===== src/rtl/fc_pkg.sv =====
// fc_pkg: shared types, widths and the round/saturate helper for fc_layer.
//   fc_state_e : controller states (IDLE, LOAD, DRAIN, WRITE, DONE)
//   DATA_W/FRAC_W : 4.16 signed data words
//   PROD_W : 8.32 product width, ACC_W : accumulator width
//   round_sat() : 8.32 accumulator -> rounded, saturated 4.16 word
package fc_pkg;

   typedef enum logic [2:0] {
      IDLE,
      LOAD,
      DRAIN,
      WRITE,
      DONE
   } fc_state_e;

   localparam int DATA_W = 20;
   localparam int FRAC_W = 16;
   localparam int PROD_W = 40;
   localparam int ACC_W  = 52;
   localparam int RES_W  = ACC_W - FRAC_W;

   localparam logic signed [ACC_W-1:0] RND_HALF = 52'sd32768;
   localparam logic signed [RES_W-1:0] SAT_MAX  = 36'sd524287;
   localparam logic signed [RES_W-1:0] SAT_MIN  = -36'sd524288;

   // Round half up (add 0.5 LSB, arithmetic shift) then clamp to the
   // signed 20-bit range.
   function automatic logic signed [DATA_W-1:0] round_sat(
      input logic signed [ACC_W-1:0] acc);
      logic signed [ACC_W-1:0] rnd;
      logic signed [RES_W-1:0] r;
      rnd = acc + RND_HALF;
      r   = rnd[ACC_W-1:FRAC_W];
      if (r > SAT_MAX)
         return SAT_MAX[DATA_W-1:0];
      else if (r < SAT_MIN)
         return SAT_MIN[DATA_W-1:0];
      else
         return r[DATA_W-1:0];
   endfunction

endpackage


===== src/rtl/fc_layer_if.sv =====
// fc_layer_if: control handshake plus layer-2 read, weight read and output
// write buses of fc_layer.
//   master : the fc_layer side (drives busy/done, addresses, output write)
//   slave  : the environment side (drives start, cdata_rd, wdata)
interface fc_layer_if
   import fc_pkg::*;
#(
   parameter int WADDR_W = 14
);
   logic                     start;
   logic                     busy;
   logic                     done;
   logic                     crd;
   logic [11:0]              caddr_rd;
   logic signed [DATA_W-1:0] cdata_rd;
   logic [WADDR_W-1:0]       waddr;
   logic signed [DATA_W-1:0] wdata;
   logic                     owr;
   logic [2:0]               oaddr;
   logic signed [DATA_W-1:0] odata;

   modport master (
      input  start, cdata_rd, wdata,
      output busy, done, crd, caddr_rd, waddr, owr, oaddr, odata
   );

   modport slave (
      output start, cdata_rd, wdata,
      input  busy, done, crd, caddr_rd, waddr, owr, oaddr, odata
   );
endinterface


===== src/rtl/fc_mac.sv =====
// fc_mac: two-stage multiply/accumulate datapath.
//   clk, reset   : clock, synchronous active-high reset
//   term_vld_i   : cdata_i/wdata_i carry a valid term this cycle
//   bias_sel_i   : the valid term is the bias (wdata_i only)
//   clr_i        : clear the accumulator at the end of this cycle
//   cdata_i      : 4.16 input feature
//   wdata_i      : 4.16 weight or bias
//   sum_o        : accumulator including the term currently in stage 1,
//                  i.e. the value the accumulator takes on the next edge
module fc_mac
   import fc_pkg::*;
(
   input  logic                     clk,
   input  logic                     reset,
   input  logic                     term_vld_i,
   input  logic                     bias_sel_i,
   input  logic                     clr_i,
   input  logic signed [DATA_W-1:0] cdata_i,
   input  logic signed [DATA_W-1:0] wdata_i,
   output logic signed [ACC_W-1:0]  sum_o
);
   logic signed [PROD_W-1:0] term_d, term_q;
   logic                     tvld_q;
   logic signed [ACC_W-1:0]  acc_d, acc_q;

   // Bias is aligned to the 8.32 product format by appending FRAC_W zeros.
   always_comb begin
      term_d = PROD_W'(cdata_i) * PROD_W'(wdata_i);
      if (bias_sel_i)
         term_d = PROD_W'($signed({wdata_i, {FRAC_W{1'b0}}}));
   end

   always_comb begin
      sum_o = acc_q;
      if (tvld_q)
         sum_o = acc_q + ACC_W'(term_q);
      acc_d = clr_i ? '0 : sum_o;
   end

   always_ff @(posedge clk) begin
      if (reset) begin
         term_q <= '0;
         tvld_q <= 1'b0;
         acc_q  <= '0;
      end else begin
         if (term_vld_i)
            term_q <= term_d;
         tvld_q <= term_vld_i;
         acc_q  <= acc_d;
      end
   end
endmodule


===== src/rtl/fc_layer.sv =====
// fc_layer: fully-connected output stage. Streams N_IN layer-2 words per
// neuron against its weight row, adds the bias, rounds/saturates and writes
// N_OUT results, then pulses done.
//   clk, reset : clock, synchronous active-high reset
//   bus        : fc_layer_if.master (start/busy/done, layer-2 read,
//                weight/bias read, output write); all outputs registered
// Build option: define FC_RELU_EN to clamp negative results to zero.
module fc_layer
   import fc_pkg::*;
#(
   parameter int N_IN    = 2048,
   parameter int N_OUT   = 4,
   parameter int WADDR_W = 14
)(
   input  logic       clk,
   input  logic       reset,
   fc_layer_if.master bus
);
   localparam int I_W       = $clog2(N_IN + 1);
   localparam int J_W       = (N_OUT > 1) ? $clog2(N_OUT) : 1;
   localparam int BIAS_BASE = N_OUT * N_IN;
   localparam logic [I_W-1:0] I_BIAS = I_W'(N_IN);
   localparam logic [I_W-1:0] I_LAST = I_W'(N_IN - 1);
   localparam logic [J_W-1:0] J_LAST = J_W'(N_OUT - 1);

   fc_state_e state_d, state_q;
   logic [I_W-1:0] i_d, i_q;
   logic [J_W-1:0] j_d, j_q;
   logic           dcnt_d, dcnt_q;

   logic                     busy_d, busy_q;
   logic                     done_d, done_q;
   logic                     crd_d, crd_q;
   logic [11:0]              caddr_d, caddr_q;
   logic [WADDR_W-1:0]       waddr_d, waddr_q;
   logic                     owr_d, owr_q;
   logic [2:0]               oaddr_d, oaddr_q;
   logic signed [DATA_W-1:0] odata_d, odata_q;

   // Memory data returns one cycle after the address, so the term-valid and
   // bias flags are the LOAD state delayed by one cycle.
   logic rd_vld_q, bias_q;
   logic signed [ACC_W-1:0]  sum;
   logic signed [DATA_W-1:0] res;

   fc_mac u_mac (
      .clk        (clk),
      .reset      (reset),
      .term_vld_i (rd_vld_q),
      .bias_sel_i (bias_q),
      .clr_i      (state_q == WRITE),
      .cdata_i    (bus.cdata_rd),
      .wdata_i    (bus.wdata),
      .sum_o      (sum)
   );

   // The result is registered on the DRAIN->WRITE edge, the same edge the
   // bias lands in the accumulator, so it is taken from the adder output.
   always_comb begin
      res = round_sat(sum);
`ifdef FC_RELU_EN
      if (res[DATA_W-1])
         res = '0;
`endif
   end

   always_comb begin
      state_d = state_q;
      i_d     = i_q;
      j_d     = j_q;
      dcnt_d  = 1'b0;
      crd_d   = 1'b0;
      caddr_d = caddr_q;
      waddr_d = waddr_q;
      owr_d   = 1'b0;
      oaddr_d = oaddr_q;
      odata_d = odata_q;
      unique case (state_q)
         IDLE: begin
            if (bus.start) begin
               state_d = LOAD;
               i_d     = '0;
               j_d     = '0;
               crd_d   = 1'b1;
               caddr_d = '0;
               waddr_d = '0;
            end
         end
         LOAD: begin
            if (i_q == I_BIAS) begin
               state_d = DRAIN;
            end else begin
               i_d = i_q + 1'b1;
               if (i_q == I_LAST) begin
                  // bias fetch; caddr_rd keeps the last feature address
                  waddr_d = WADDR_W'(BIAS_BASE + int'(j_q));
               end else begin
                  crd_d   = 1'b1;
                  caddr_d = 12'(int'(i_q) + 1);
                  waddr_d = WADDR_W'(int'(j_q) * N_IN + int'(i_q) + 1);
               end
            end
         end
         DRAIN: begin
            if (dcnt_q) begin
               state_d = WRITE;
               owr_d   = 1'b1;
               oaddr_d = 3'(j_q);
               odata_d = res;
            end else begin
               dcnt_d = 1'b1;
            end
         end
         WRITE: begin
            if (j_q == J_LAST) begin
               state_d = DONE;
            end else begin
               state_d = LOAD;
               j_d     = j_q + 1'b1;
               i_d     = '0;
               crd_d   = 1'b1;
               caddr_d = '0;
               waddr_d = WADDR_W'((int'(j_q) + 1) * N_IN);
            end
         end
         DONE: begin
            state_d = IDLE;
         end
         default: state_d = IDLE;
      endcase
      busy_d = (state_d != IDLE);
      done_d = (state_d == DONE);
   end

   always_ff @(posedge clk) begin
      if (reset) begin
         state_q  <= IDLE;
         i_q      <= '0;
         j_q      <= '0;
         dcnt_q   <= 1'b0;
         busy_q   <= 1'b0;
         done_q   <= 1'b0;
         crd_q    <= 1'b0;
         caddr_q  <= '0;
         waddr_q  <= '0;
         owr_q    <= 1'b0;
         oaddr_q  <= '0;
         odata_q  <= '0;
         rd_vld_q <= 1'b0;
         bias_q   <= 1'b0;
      end else begin
         state_q  <= state_d;
         i_q      <= i_d;
         j_q      <= j_d;
         dcnt_q   <= dcnt_d;
         busy_q   <= busy_d;
         done_q   <= done_d;
         crd_q    <= crd_d;
         caddr_q  <= caddr_d;
         waddr_q  <= waddr_d;
         owr_q    <= owr_d;
         oaddr_q  <= oaddr_d;
         odata_q  <= odata_d;
         rd_vld_q <= (state_q == LOAD);
         bias_q   <= (state_q == LOAD) && (i_q == I_BIAS);
      end
   end

   assign bus.busy     = busy_q;
   assign bus.done     = done_q;
   assign bus.crd      = crd_q;
   assign bus.caddr_rd = caddr_q;
   assign bus.waddr    = waddr_q;
   assign bus.owr      = owr_q;
   assign bus.oaddr    = oaddr_q;
   assign bus.odata    = odata_q;
endmodule


===== src/flat_wrapper.sv =====
// flat-port wrapper written by rule: the top's interface ports become plain ports
module fc_layer_flat import fc_pkg::*;
#(
   parameter int N_IN    = 2048,
   parameter int N_OUT   = 4,
   parameter int WADDR_W = 14
)
  (clk, reset, bus_start, bus_cdata_rd, bus_wdata, bus_busy, bus_done, bus_crd, bus_caddr_rd, bus_waddr, bus_owr, bus_oaddr, bus_odata);
  fc_layer_if #(.WADDR_W(WADDR_W)) bus_i ();
  input  logic clk;
  input  logic reset;
  input wire logic [$bits(bus_i.start)-1:0] bus_start;
  input wire logic [$bits(bus_i.cdata_rd)-1:0] bus_cdata_rd;
  input wire logic [$bits(bus_i.wdata)-1:0] bus_wdata;
  output wire logic [$bits(bus_i.busy)-1:0] bus_busy;
  output wire logic [$bits(bus_i.done)-1:0] bus_done;
  output wire logic [$bits(bus_i.crd)-1:0] bus_crd;
  output wire logic [$bits(bus_i.caddr_rd)-1:0] bus_caddr_rd;
  output wire logic [$bits(bus_i.waddr)-1:0] bus_waddr;
  output wire logic [$bits(bus_i.owr)-1:0] bus_owr;
  output wire logic [$bits(bus_i.oaddr)-1:0] bus_oaddr;
  output wire logic [$bits(bus_i.odata)-1:0] bus_odata;
  assign bus_i.start = bus_start;
  assign bus_i.cdata_rd = bus_cdata_rd;
  assign bus_i.wdata = bus_wdata;
  assign bus_busy = bus_i.busy;
  assign bus_done = bus_i.done;
  assign bus_crd = bus_i.crd;
  assign bus_caddr_rd = bus_i.caddr_rd;
  assign bus_waddr = bus_i.waddr;
  assign bus_owr = bus_i.owr;
  assign bus_oaddr = bus_i.oaddr;
  assign bus_odata = bus_i.odata;
  fc_layer #(.N_IN(N_IN), .N_OUT(N_OUT), .WADDR_W(WADDR_W)) u_core (.clk(clk), .reset(reset), .bus(bus_i));
endmodule

===== config.mk =====
export PLATFORM = sky130hd
export DESIGN_NAME = fc_layer_flat
export DESIGN_NICKNAME = d
export VERILOG_FILES = /design/src/rtl/fc_pkg.sv /design/src/rtl/fc_layer_if.sv /design/src/rtl/fc_mac.sv /design/src/rtl/fc_layer.sv /design/src/flat_wrapper.sv
export SDC_FILE = /design/constraint.sdc
export NUM_CORES = 2
export LEC_CHECK = 0
export CAP_MARGIN = 0
export CELL_PAD_IN_SITES_DETAIL_PLACEMENT = 0
export CELL_PAD_IN_SITES_GLOBAL_PLACEMENT = 1
export CORE_MARGIN = 1
export CORE_UTILIZATION = 53
export DETAILED_ROUTE_END_ITERATION = 10
export GPL_TIMING_DRIVEN = 0
export PLACE_DENSITY_LB_ADDON = 0.1
export SYNTH_ARGS = -nofsm -noshare
export SYNTH_HDL_FRONTEND = slang
export SYNTH_SLANG_ARGS = --single-unit

===== constraint.sdc =====
create_clock -name clk -period 14.07 [get_ports clk]
set_input_delay 2.1105 -clock clk [delete_from_list [all_inputs] [get_ports clk]]
set_output_delay 2.1105 -clock clk [all_outputs]
set_load 0.01 [all_outputs]

# [Word-level counts from Yosys, hierarchy flattened]
# Cells that the tools add are included.
[classes] n_eq_ne=11 n_addsub=9 n_reduce_logical=11 order_cmp=2 n_mul=1 n_mux=31 n_bitwise=1
[ops] cell="case mux 12 bit (3 select lines)" n=2
[ops] cell="two-way mux 12 bit" n=5
[ops] cell="two-way mux 14 bit" n=4
[ops] cell="adder 52 x 17 -> 52 bit, second input constant" n=1
[ops] cell="adder 52 x 40 -> 52 bit" n=1
[ops] cell="two-way mux 52 bit" n=1
[ops] cell="case mux 14 bit (3 select lines)" n=1
[ops] cell="multiplier 20 x 20 -> 40 bit" n=1
[ops] cell="two-way mux 20 bit" n=2
[ops] cell="two-way mux 40 bit" n=1
[ops] cell="> comparator 36 x 20 -> 1 bit, second input constant" n=1
[ops] cell="less-than comparator 36 x 20 -> 1 bit, second input constant" n=1
[ops] cell="adder 12 x 1 -> 12 bit, second input constant" n=2
[ops] cell="adder 13 x 12 -> 14 bit" n=1
[ops] cell="adder 14 x 2 -> 14 bit, first input constant" n=1
[ops] cell="adder 14 x 2 -> 14 bit, second input constant" n=1
[ops] cell="equality test 12 x 11 -> 1 bit, second input constant" n=1
[ops] cell="equality test 12 bit, second input constant" n=1
[ops] cell="two-way mux 3 bit" n=4
[ops] cell="case mux 3 bit (4 select lines)" n=1
[ops] cell="!= test 2 bit, second input constant" n=4
[ops] cell="equality test 3 x 2 -> 1 bit, second input constant" n=2
[ops] cell="two-way mux 1 bit" n=6
[ops] cell="nonzero test 3 bit" n=2
[ops] cell="other kinds (17)" n=19
[totals] reg_bits=165 in_bits=43 word_cells=83

# [Logic depth before layout (Yosys ltp)]
[logic_depth] word_depth=6 mapped_depth=30

# [Hierarchy]
# From an unflattened synthesis, not the netlist that was laid out.
[unflattened] cells_unflattened=3026 area_unflattened_um2=25958.6
[by_module_without_submodules] module="fc_mac" n_inst=1 cells_per_inst=2526 area_each_um2=21932.3
[by_module_without_submodules] module="fc_layer" n_inst=1 cells_per_inst=500 area_each_um2=4026.4

# [Worst setup path before layout]
# No wires, ideal clock.
[synth_path] path_type="in2reg" from="input bus_cdata_rd[4]" to="register u_core.u_mac.term_q[37]" stages=27 t_required_ns=13.938 path_buffers=1 t_arrival_ns=8.815 slack_ns=5.123 setup_ns=0.132 path_cell_list="clkbuf_1 > and2_1 > fa_1 > fa_1 > inv_1 > fa_1 > inv_1 > fa_1 > inv_1 > fa_1 > inv_1 > fa_1 > inv_1 > fa_1 > inv_1 > ha_1 > a21oi_1 > o211ai_1 > o22a_1 > a31o_2 > a2111oi_0 > o211ai_1 > a31oi_1 > o211ai_1 > xor2_1 > a21oi_1 > nor3_1"
[synth_between] elab_chain_len=2
[synth_lines] element="start, declared" line_no="flat_wrapper.sv:13" text="input wire logic [$bits(bus_i.cdata_rd)-1:0] bus_cdata_rd;"
[synth_lines] element="multiplier 20 x 20 -> 40 bit" line_no="fc_mac.sv:28" text="term_d = PROD_W'(cdata_i) * PROD_W'(wdata_i);"
[synth_lines] element="two-way mux 40 bit" line_no="fc_mac.sv:29" text="if (bias_sel_i)"
[synth_lines] element="end signal, assigned" line_no="fc_mac.sv:47" text="term_q <= term_d;"
[synth_lines] element="end, declared" line_no="fc_mac.sv:22" text="logic signed [PROD_W-1:0] term_d, term_q;"
# No other way between the ends.
# A chain may end at the register's enable or synchronous reset.

# [Worst setup path in the final report]
[layout_path] from="input bus_wdata[19]" to="register u_core.u_mac.term_q[37]"
[layout_between] elab_chain_len=2
[layout_lines] element="start, declared" line_no="flat_wrapper.sv:14" text="input wire logic [$bits(bus_i.wdata)-1:0] bus_wdata;"
[layout_lines] element="multiplier 20 x 20 -> 40 bit" line_no="fc_mac.sv:28"
[layout_lines] element="two-way mux 40 bit (*)" line_no="fc_mac.sv:29"
# Every way passes the cells marked *; elsewhere a longest branch is shown, timed or not.

==> flow_summary.yaml <==
synthesis:
  synth_ff_type: "dfxtp_1"
  synth_top_cell_by_area: "fa_1"
  synthArstFlopShare: 0
  seq_area_frac_synth: 0.1251
  syn_nets: 3803
  synth.top_cell.area_share: 0.3193
  synthTopCellsByArea: "fa_1, dfxtp_1, inv_1"
  yosys_warnings: 0
  synth_edf_count: 0
  syn_inst: 3176
  syn_area_um2: 26400
  syn_avg_cell_area_um2: 8.312
  synth_cell_types: 95
  yosys_register_bits: 165
global_route:
  antenna_found_initial: 1
  grt-ovfl-total: 0
  grt_pass1_wl_mm: 124.5
  first_global_vias: 22690
  grt_max_degree: 21
  grt_use_total: 0.3213
sta:
  worst_slew_pin_slew_ns: 1.150
  clock.fmax_mhz: 94.87
  rsz0062_at_grt: "false"
  min_period_over_period: 0.7491
  setup-tns-final_ns: 0
  finClkSkew_ns: 0.02362
  min_period_ns: 10.54
  slew_headroom: 0.2136
  setup_viol: 0
  timing.hold.ws_ns: 0.4368
  maxSlewViolCount: 0
  hold_violations: 0
setup_path:
  reg2reg_from: "u_core.u_mac.tvld_q$_SDFF_PP0_"
  r2r_cells: 21
  regToRegSetupSlack_ns: 5.63
  cp_data_arrival_time_ns: 10.85
  worstPathMaxFanout: 10
  end_kind: "flop"
  cp_data_required_time_ns: 14.38
  crit_type: "in2reg"
  crit_path_start_kind: "primary input"
  reg2reg_to: "u_core.bus.odata[4]$_SDFFE_PP0P_"
floorplanning:
  die_x_um: 225.2
  io_pins: 96
  initial_utilization: 0.5382
  rows: 81
  core_region_area_um2: 49050
  die_area_um2: 50710
  die_h_um: 225.2
placed_design:
  hpwlAfterDp_mm: 65.59
  place.gp.congestion: 0.9354
  place_area_um2: 27970
  io_buffer_count: 74
drt:
  antenna_left: 0
  drc_errors: 0
  drt_iter0_drc: 1429
  wirelength_mm: 78.44
  vias_per_cell: 5.664
  first_pass_iters: 6
  wl_per_cell_um: 19.87
  dr_total_vias: 22362
worst_hold_path:
  worstHoldPathType: "reg2reg"
  hold_path_depth: 1
  worstHoldStart: "u_core.dcnt_q$_SDFF_PP0_"
  whs_endpoint: "u_core.dcnt_q$_SDFF_PP0_"
final_layout:
  regArea_um2: 3303
  utilization: 0.5831
  synthToLayoutAreaGrowth_pct: 8.342
  final_cell_area_um2: 28600
  fill_cells: 4699
  fin_nets: 3897
  drive_gt1_frac: 0.02437
  multi_input_area_um2: 20380
clock_tree:
  numCtsBuffers: 17
  post_cts_buffers: 0
  ctsHoldBuffers: 0
  clk_latency_ns: 0.47
  clk_pin_slew_worst_paths_ns: 0.08
  clockRootBuffer: "clkbuf_16"
  cts_tree: "done"
  htreeDepth: 4
  cts-resized-gates: 0
  clock_sinks: 165
  clockBufferDepth: 2
job:
  drv_cap: 0
run_status:
  outcome: "complete, no violations"
-- registers in the layout (all words and copies together), names as in the netlist --
| name | cells |
|---|---|
| u_core.u_mac.acc_q | 52 |
| u_core.bus.odata | 20 |
| u_core.u_mac.term_q | 40 |
| u_core.bias_q | 1 |
| u_core.bus.owr | 1 |
| u_core.bus.oaddr | 2 |
| u_core.bus.caddr_rd | 12 |
| u_core.bus.waddr | 14 |
| u_core.state_q | 3 |
| u_core.dcnt_q | 1 |
| u_core.i_q | 12 |
| u_core.rd_vld_q | 1 |
| u_core.bus.done | 1 |
| u_core.u_mac.tvld_q | 1 |
| u_core.bus.busy | 1 |
| u_core.bus.crd | 1 |
| u_core.j_q | 2 |
-- worst max-delay path, cell delays in order --
cell and delay [ns]:
clkdlybuf4s50_1 0.77, clkinv_1 0.55, buf_1 0.46, nor2_1 0.30, fa_1 0.46, fa_1 0.52
fa_1 0.53, fa_1 0.55, fa_1 0.53, fa_1 0.56, inv_1 0.06, fa_1 0.49
inv_1 0.04, ha_1 0.34, o21ai_0 0.12, nand2b_1 0.12, a21o_1 0.19, a31o_2 0.24
a2111oi_0 0.60, o211ai_1 0.29, a31oi_1 0.34, o211ai_1 0.23, xor2_1 0.19, a21oi_1 0.17
nor3_1 0.06
-- cells in the final DEF (no fill, tap or decap), drive strengths merged, types with 19 or more instances in the layout --
cell             n
a21o            37
a21oi          166
a31oi           19
and2           230
and3            21
clkbuf         165
clkdlybuf4s50   74
dfxtp          165
fa             421
ha             163
inv            557
mux2i           31
nand2          333
nand2b          46
nand3           33
nand4           31
nor2           228
nor2b           36
nor3            47
o211ai          24
o21ai           89
o21bai          23
xnor2           65
xor2            29
-- layout make-up --
type                       count  share of cell area
antenna                        1          0.00008749
buffer                       165             0.02262
clock buffer                  17             0.01487
clock inverter                15            0.006956
inverter                     552             0.07244
multi-input combinational   2294              0.7125
sequential                   165              0.1155
tap                          664             0.02905
timing repair buffer          75             0.02603
-- per-stage QoR --
stage / cells / worst slack, ns
2_1_floorplan: 3176 / 5.123
3_3_place_gp: 3914 / 3.225
3_5_place_dp: 3915 / 3.188
4_1_cts: 3947 / 3.618
5_1_grt: 3947 / 3.166
6_report: 3948 / 3.530
-- layer usage --
layer	up-vias	global-route usage	part of all wire
met3	105	0.03677	0.060
met2	699	0.5281	0.47
li1	10290	-	-
met5	-	0	0
met1	11268	0.4523	0.45
met4	0	0.07834	0.023
-- worst max-delay path by stage --
stage                               start                                   end  cells past startpoint
after floorplan           bus_cdata_rd[4]  u_core.u_mac.term_q[37]$_SDFFE_PP0P_                     27
after global placement      bus_wdata[19]  u_core.u_mac.term_q[37]$_SDFFE_PP0P_                     25
after detailed placement    bus_wdata[19]  u_core.u_mac.term_q[37]$_SDFFE_PP0P_                     25
after CTS                   bus_wdata[19]  u_core.u_mac.term_q[37]$_SDFFE_PP0P_                     25
after global routing        bus_wdata[19]  u_core.u_mac.term_q[37]$_SDFFE_PP0P_                     25
final                       bus_wdata[19]  u_core.u_mac.term_q[37]$_SDFFE_PP0P_                     25
-- cells by family (layout without fill, tap and decap cells) --
| family | count (synthesis) | count (layout) | share of synthesized area |
|---|---|---|---|
| and+or+nand+nor | 1087 | 1087 | 0.2077 |
| buffers and inverters | 717 | 824 | 0.1030 |
| adders and majority gates | 584 | 584 | 0.3965 |
| AOI/OAI and AO/OA | 492 | 492 | 0.1225 |
| DFF | 165 | 165 | 0.1251 |
| xor gates and xnor gates | 94 | 94 | 0.03119 |
| muxes | 36 | 36 | 0.01389 |
| other | 1 | 2 | 0.0001421 |
-- synth_stat cells (all sizes together) (29+ instances only) --
master,instances
nor2,228
fa,421
nand3,33
nand2,333
mux2i,31
and2,230
o21ai,89
clkbuf,148
a21oi,166
nand2b,46
ha,163
a21o,37
xnor2,65
nor2b,36
nand4,31
xor2,29
dfxtp,165
inv,550
nor3,47
Power is not shown: default switching activity piles up to over one toggle a cycle in this logic, so the estimate is an artifact.
